$ cat config.mk
export PLATFORM = sky130hd
export DESIGN_NAME = id_decode_stage
export DESIGN_NICKNAME = d
export VERILOG_FILES = /design/src/rtl/id_pkg.sv /design/src/rtl/id_field_decode.sv /design/src/rtl/id_decode_stage.sv
export SDC_FILE = /design/constraint.sdc
export NUM_CORES = 1
export LEC_CHECK = 0
export BUFFER_PORTS_ARGS = -buffer_cell sky130_fd_sc_hd__buf_2
export CAP_MARGIN = 5
export CORE_ASPECT_RATIO = 0.5
export CORE_MARGIN = 2
export CORE_UTILIZATION = 56
export DETAILED_ROUTE_END_ITERATION = 6
export PLACE_DENSITY = 0.92
export SYNTH_ARGS = -nofsm -noshare
export SYNTH_HDL_FRONTEND = slang
export SYNTH_SLANG_ARGS = --single-unit
export TNS_END_PERCENT = 10
$ cat constraint.sdc
create_clock -name clk -period 3.6 [get_ports clk]
set_input_delay 0.36 -clock clk [delete_from_list [all_inputs] [get_ports clk]]
set_output_delay 0.36 -clock clk [all_outputs]
set_load 0.01 [all_outputs]
$ cat src/rtl/id_pkg.sv
// Shared types for the ID stage: opcode encoding, condition default and the
// registered decode bundle (ISA-width fields, widened at the stage outputs).
package id_pkg;

   typedef enum logic [3:0] {
      OpAdd, OpSub, OpRed, OpXor, OpSll, OpSra, OpRor, OpPaddsb,
      OpLw, OpSw, OpLlb, OpLhb, OpB, OpBr, OpPcs, OpHlt
   } op_e;

   localparam logic [2:0] COND_NONE = 3'h7;

   // Register fields stay 4 bits here; imm is the 16-bit extended value.
   typedef struct packed {
      op_e         opcode;
      logic [3:0]  rs1;
      logic [3:0]  rs2;
      logic [3:0]  rd;
      logic [15:0] imm;
      logic [2:0]  cond;
      logic        we;
      logic        mem_rd;
      logic        mem_wr;
      logic        branch;
   } dec_bundle_t;

   function automatic logic [15:0] sext4(input logic [3:0] v);
      return {{12{v[3]}}, v};
   endfunction

endpackage

$ cat src/rtl/id_field_decode.sv
// Purely combinational field decode: instruction word to decode bundle plus
// flags telling which source registers the instruction actually reads.
module id_field_decode
   import id_pkg::*;
#(
   parameter int unsigned MEM_OFS_SHIFT  = 1,
   parameter int unsigned SHIFT_IMM_ZEXT = 1
) (
   input  logic [15:0] inst,
   output dec_bundle_t dec,
   output logic        use_rs1,
   output logic        use_rs2
);

   op_e         op;
   logic [15:0] mem_ofs;
   logic [15:0] shamt;

   assign op      = op_e'(inst[15:12]);
   assign mem_ofs = sext4(inst[3:0]) << MEM_OFS_SHIFT;
   assign shamt   = (SHIFT_IMM_ZEXT != 0) ? {12'h000, inst[3:0]} : sext4(inst[3:0]);

   always_comb begin
      dec        = '0;
      dec.opcode = op;
      dec.cond   = COND_NONE;
      use_rs1    = 1'b0;
      use_rs2    = 1'b0;
      unique case (op)
         OpAdd, OpSub, OpRed, OpXor, OpPaddsb: begin
            dec.rs1 = inst[7:4];
            dec.rs2 = inst[3:0];
            dec.rd  = inst[11:8];
            dec.we  = 1'b1;
            use_rs1 = 1'b1;
            use_rs2 = 1'b1;
         end
         OpSll, OpSra, OpRor: begin
            dec.rs1 = inst[7:4];
            dec.rd  = inst[11:8];
            dec.imm = shamt;
            dec.we  = 1'b1;
            use_rs1 = 1'b1;
         end
         OpLw: begin
            dec.rs1    = inst[7:4];
            dec.rd     = inst[11:8];
            dec.imm    = mem_ofs;
            dec.we     = 1'b1;
            dec.mem_rd = 1'b1;
            use_rs1    = 1'b1;
         end
         OpSw: begin
            dec.rs1    = inst[7:4];
            dec.rs2    = inst[11:8];
            dec.imm    = mem_ofs;
            dec.mem_wr = 1'b1;
            use_rs1    = 1'b1;
            use_rs2    = 1'b1;
         end
         // LLB/LHB merge into the old rd value, so rd is also read.
         OpLlb, OpLhb: begin
            dec.rs1 = inst[11:8];
            dec.rd  = inst[11:8];
            dec.imm = {{8{inst[7]}}, inst[7:0]};
            dec.we  = 1'b1;
            use_rs1 = 1'b1;
         end
         OpB: begin
            dec.imm    = {{7{inst[8]}}, inst[8:0]};
            dec.cond   = inst[11:9];
            dec.branch = 1'b1;
         end
         OpBr: begin
            dec.rs1    = inst[7:4];
            dec.cond   = inst[11:9];
            dec.branch = 1'b1;
            use_rs1    = 1'b1;
         end
         OpPcs: begin
            dec.rd = inst[11:8];
            dec.we = 1'b1;
         end
         OpHlt: begin
         end
         default: begin
         end
      endcase
   end

endmodule

$ cat src/rtl/id_decode_stage.sv
// Registered decode stage between IF and EX with valid/ready on both sides,
// load-use bubble insertion, halt latching and branch flush.
module id_decode_stage
   import id_pkg::*;
#(
   parameter int unsigned DATA_W         = 16,
   parameter int unsigned REG_AW         = 4,
   parameter int unsigned MEM_OFS_SHIFT  = 1,
   parameter int unsigned SHIFT_IMM_ZEXT = 1,
   parameter int unsigned BUBBLE_CNT_W   = 16
) (
   input  logic                    clk,
   input  logic                    rst,
   input  logic                    in_valid,
   input  logic [15:0]             in_inst,
   output logic                    in_ready,
   input  logic                    flush,
   output logic                    out_valid,
   input  logic                    out_ready,
   output logic [3:0]              out_opcode,
   output logic [REG_AW-1:0]       out_rs1,
   output logic [REG_AW-1:0]       out_rs2,
   output logic [REG_AW-1:0]       out_rd,
   output logic [DATA_W-1:0]       out_imm,
   output logic [2:0]              out_cond,
   output logic                    out_we,
   output logic                    out_mem_rd,
   output logic                    out_mem_wr,
   output logic                    out_branch,
   output logic                    halted,
   output logic [BUBBLE_CNT_W-1:0] bubble_cnt
);

   dec_bundle_t             dec;
   dec_bundle_t             bundle_q, bundle_d;
   logic                    use_rs1, use_rs2;
   logic                    hazard, accept;
   logic                    valid_q, valid_d;
   logic                    halted_q, halted_d;
   logic [BUBBLE_CNT_W-1:0] cnt_q, cnt_d;

   id_field_decode #(
      .MEM_OFS_SHIFT  (MEM_OFS_SHIFT),
      .SHIFT_IMM_ZEXT (SHIFT_IMM_ZEXT)
   ) u_field_decode (
      .inst    (in_inst),
      .dec     (dec),
      .use_rs1 (use_rs1),
      .use_rs2 (use_rs2)
   );

   // A load into r0 never stalls: r0 is not a real dependency.
   assign hazard = valid_q && bundle_q.mem_rd && (bundle_q.rd != 4'h0) &&
                   ((use_rs1 && (dec.rs1 == bundle_q.rd)) ||
                    (use_rs2 && (dec.rs2 == bundle_q.rd)));

   assign in_ready = !rst && !halted_q && !flush && !hazard && (!valid_q || out_ready);
   assign accept   = in_valid && in_ready;

   always_comb begin
      bundle_d = bundle_q;
      valid_d  = valid_q;
      halted_d = halted_q;
      cnt_d    = cnt_q;
      if (flush) begin
         valid_d  = 1'b0;
         halted_d = 1'b0;
      end else begin
         if (accept) begin
            bundle_d = dec;
            valid_d  = 1'b1;
            if (dec.opcode == OpHlt) begin
               halted_d = 1'b1;
            end
         end else if (out_ready) begin
            valid_d = 1'b0;
         end
         if (hazard && out_ready && (cnt_q != '1)) begin
            cnt_d = cnt_q + BUBBLE_CNT_W'(1);
         end
      end
   end

   always_ff @(posedge clk or posedge rst) begin
      if (rst) begin
         bundle_q <= '0;
         valid_q  <= 1'b0;
         halted_q <= 1'b0;
         cnt_q    <= '0;
      end else begin
         bundle_q <= bundle_d;
         valid_q  <= valid_d;
         halted_q <= halted_d;
         cnt_q    <= cnt_d;
      end
   end

   assign out_valid  = valid_q;
   assign out_opcode = bundle_q.opcode;
   assign out_rs1    = REG_AW'(bundle_q.rs1);
   assign out_rs2    = REG_AW'(bundle_q.rs2);
   assign out_rd     = REG_AW'(bundle_q.rd);
   assign out_imm    = DATA_W'($signed(bundle_q.imm));
   assign out_cond   = bundle_q.cond;
   assign out_we     = bundle_q.we;
   assign out_mem_rd = bundle_q.mem_rd;
   assign out_mem_wr = bundle_q.mem_wr;
   assign out_branch = bundle_q.branch;
   assign halted     = halted_q;
   assign bubble_cnt = cnt_q;

endmodule

==> impl_metrics.tcl <==
set metrics [dict create \
    outcome "completed" \
    portBuffers 78 \
    synth_edf_count 0 \
    hold_class "input port to register" \
    crit_arrival_ns 3.12 \
    vias 2413 \
    cts_buffer_depth 2 \
    grt_antenna_before_repair 0 \
    setup_tns_ns 0 \
    drt_wl_total_um 6550 \
    hp-start "flush" \
    grt_usage 0.257 \
    grt_pass1_wl_um 10600 \
    dp_hpwl_um 4920 \
    diodes 0 \
    drt_first_pass_iters 5 \
    synth_top_area_frac 0.467 \
    cap_violations 0 \
    cp_max_fo 20 \
    fin_nets 372 \
    ir_drop_v 0.000289 \
    r2r-start "out_rd[1]$_DFFE_PP0P_" \
    final_hold_viol_count 0 \
    initialDrtViolationCount 165 \
    drive_above_1_share 0.288 \
    startpoint_type "input port" \
    initial_core_util 0.595 \
    setup_viol 0 \
    cts_tree "done" \
    core-area_um2 4510 \
    min_period_over_period 0.808 \
    post_cts_buffers 0 \
    ant_nets 0 \
    drc 0 \
    grt_pass1_vias 2217 \
    switching_share 0.308 \
    io_pins 79 \
    synthFlopType "dfrtp_1" \
    ys_types 50 \
    finClkSkew_ns 0.00323 \
    yosysSeqAreaShare 0.467 \
    die_h_um 52.9 \
    cts_root_buf "clkbuf_8" \
    yosys.area.top_type "dfrtp_1" \
    synthCells 284 \
    cts_max_level 2 \
    powerDensity_nw_per_um2 416 \
    worstSetupPathType "input port to register" \
    crit_path_end_kind "register" \
    final_max_slew_viol_count 0 \
    whs_ns 0.296 \
    rsz0062_at_grt "no" \
    combPwrFrac 0.231 \
    cp.required_ns 3.81 \
    power_switching_uw 404 \
    ys_top_cells_by_count "dfrtp_1 (50), nand2_1 (42), o21ai_0 (20)" \
    timing.rr.end "bubble_cnt[14]$_DFFE_PP0P_" \
    fmax_mhz 344 \
    clock_sinks 50 \
    via_per_inst 5.79 \
    regToRegSetupSlack_ns 1.04 \
    clk_latency_ns 0.30 \
    grt_start_max_net_pins 51 \
    post_drt_wl_per_cell_um 15.7 \
    period_needed_ns 2.91 \
    cts_buffers 5 \
    p_int_uw 905 \
    synth_area_um2 2680 \
    dieArea_um2 5390 \
    syn_area_per_cell_um2 9.44 \
    gp_congestion 0.911 \
    cts_hold_buf 0 \
    p_leak_nw 1.56 \
    max-slew-margin-rel 0.309 \
    ys_ff_latch 50 \
    die_w_um 102 \
    cts_resized 0 \
    worst-r2r-cell-count 6 \
    rows 17 \
    synth_area_leaders "dfrtp_1 (47%), nand2_1 (5.9%), o21ai_0 (3.7%)" \
    clockPowerShare 0.255 \
    overflow 0 \
    worst_pin_slew_ns 1.04 \
    holdPathEnd "halted$_DFFE_PP0P_" \
    pwr-share-seq 0.514 \
    area_growth_pct 17.5 \
    async_flop_share 1.00 \
    clk_pin_slew_worst_paths_ns 0.08 \
    synth.most_common_cell "dfrtp_1" \
    hold_depth 2 \
    synth_warnings 0 \
    syn_nets 306 \
]
-- placed cells by master, fill, tap and decap left out, types with 3 or more instances in the layout --
cell type	n
and3_1	5
nand4b_1	5
xor2_1	8
a22oi_1	5
nand3_1	8
mux2_1	6
nor3_2	6
or3_1	3
nand4_1	6
xnor2_1	10
o21ai_0	20
dfrtp_1	50
buf_2	78
o21ai_1	9
nor3_1	3
clkbuf_8	6
nor2_1	11
inv_1	7
nand2_1	42
nand2b_1	6
a21oi_1	15
-- power by group through the flow --
stage          Combinational, mW  Clock [mW]  Sequential, mW
6_report                   0.302       0.334           0.672
5_1_grt                    0.335       0.363           0.681
4_1_cts                    0.303       0.341           0.672
3_5_place_dp               0.302           0           0.683
3_3_place_gp               0.291           0           0.678
2_1_floorplan              0.158           0           0.707
-- state kept, by name, indices dropped and copies added, names as in the netlist, 3 cells and up --
name        cells
out_imm         9
out_opcode      4
out_rs2         4
bubble_cnt     16
out_cond        3
out_rs1         4
out_rd          4
-- cells by family after synthesis --
logic type	count (synthesis)	share of synthesized area
compound gates	70	0.166
buf+inv	30	0.0583
fa+ha+maj	2	0.00840
xor+xnor	18	0.0588
mux	6	0.0252
simple gates	108	0.217
flops	50	0.467
-- cell type report --
type | count | area [um2]
clock buffer | 7 | 86.3
clock inverter | 1 | 5.00
fill | 349 | 1360
inverter | 9 | 33.8
multi-input combinational | 204 | 1280
sequential | 50 | 1250
tap | 66 | 82.6
timing repair buffer | 80 | 405
-- per-stage QoR --
step           area (um2)  setup WS, ns  power, mW  std cells   util
2_1_floorplan        2680         0.936      0.865        284      -
3_5_place_dp         3060         0.420      0.985        409  0.678
6_report             3150         0.692       1.31        417  0.698
5_1_grt              3150         0.513       1.38        417  0.698
4_1_cts              3150         0.729       1.32        417  0.698
3_3_place_gp         3060         0.531      0.969        409  0.678
-- worst max-delay path, stage by stage --
cell	delay, ns
buf_2	0.28
and2b_1	0.28
a32o_1	0.31
or3_1	0.37
a22oi_1	0.28
a22oi_1	0.22
or3_1	0.58
nor3_2	0.23
xor2_1	0.21
-- how the worst max path moves through the flow --
stage | from | endpoint | slack (ns) | cells past startpoint
2_1_floorplan | in_inst[13] | bubble_cnt[1]$_DFFE_PP0P_ | 0.94 | 9
3_3_place_gp | in_inst[15] | bubble_cnt[1]$_DFFE_PP0P_ | 0.53 | 8
3_5_place_dp | in_inst[14] | bubble_cnt[14]$_DFFE_PP0P_ | 0.42 | 9
4_1_cts | in_inst[14] | bubble_cnt[14]$_DFFE_PP0P_ | 0.73 | 9
5_1_grt | in_inst[15] | bubble_cnt[14]$_DFFE_PP0P_ | 0.51 | 9
6_report | in_inst[14] | bubble_cnt[14]$_DFFE_PP0P_ | 0.69 | 9
-- layer usage --
metal  routed length [um]  vias up  global-route usage
met5                    0        -                   0
met2                 3160      113               0.441
li1                     -     1134                   -
met1                 2780     1146               0.336
met3                  489       20              0.0542
met4                  115        0              0.0711
No activity file was read; power rests on OpenSTA's default activity.
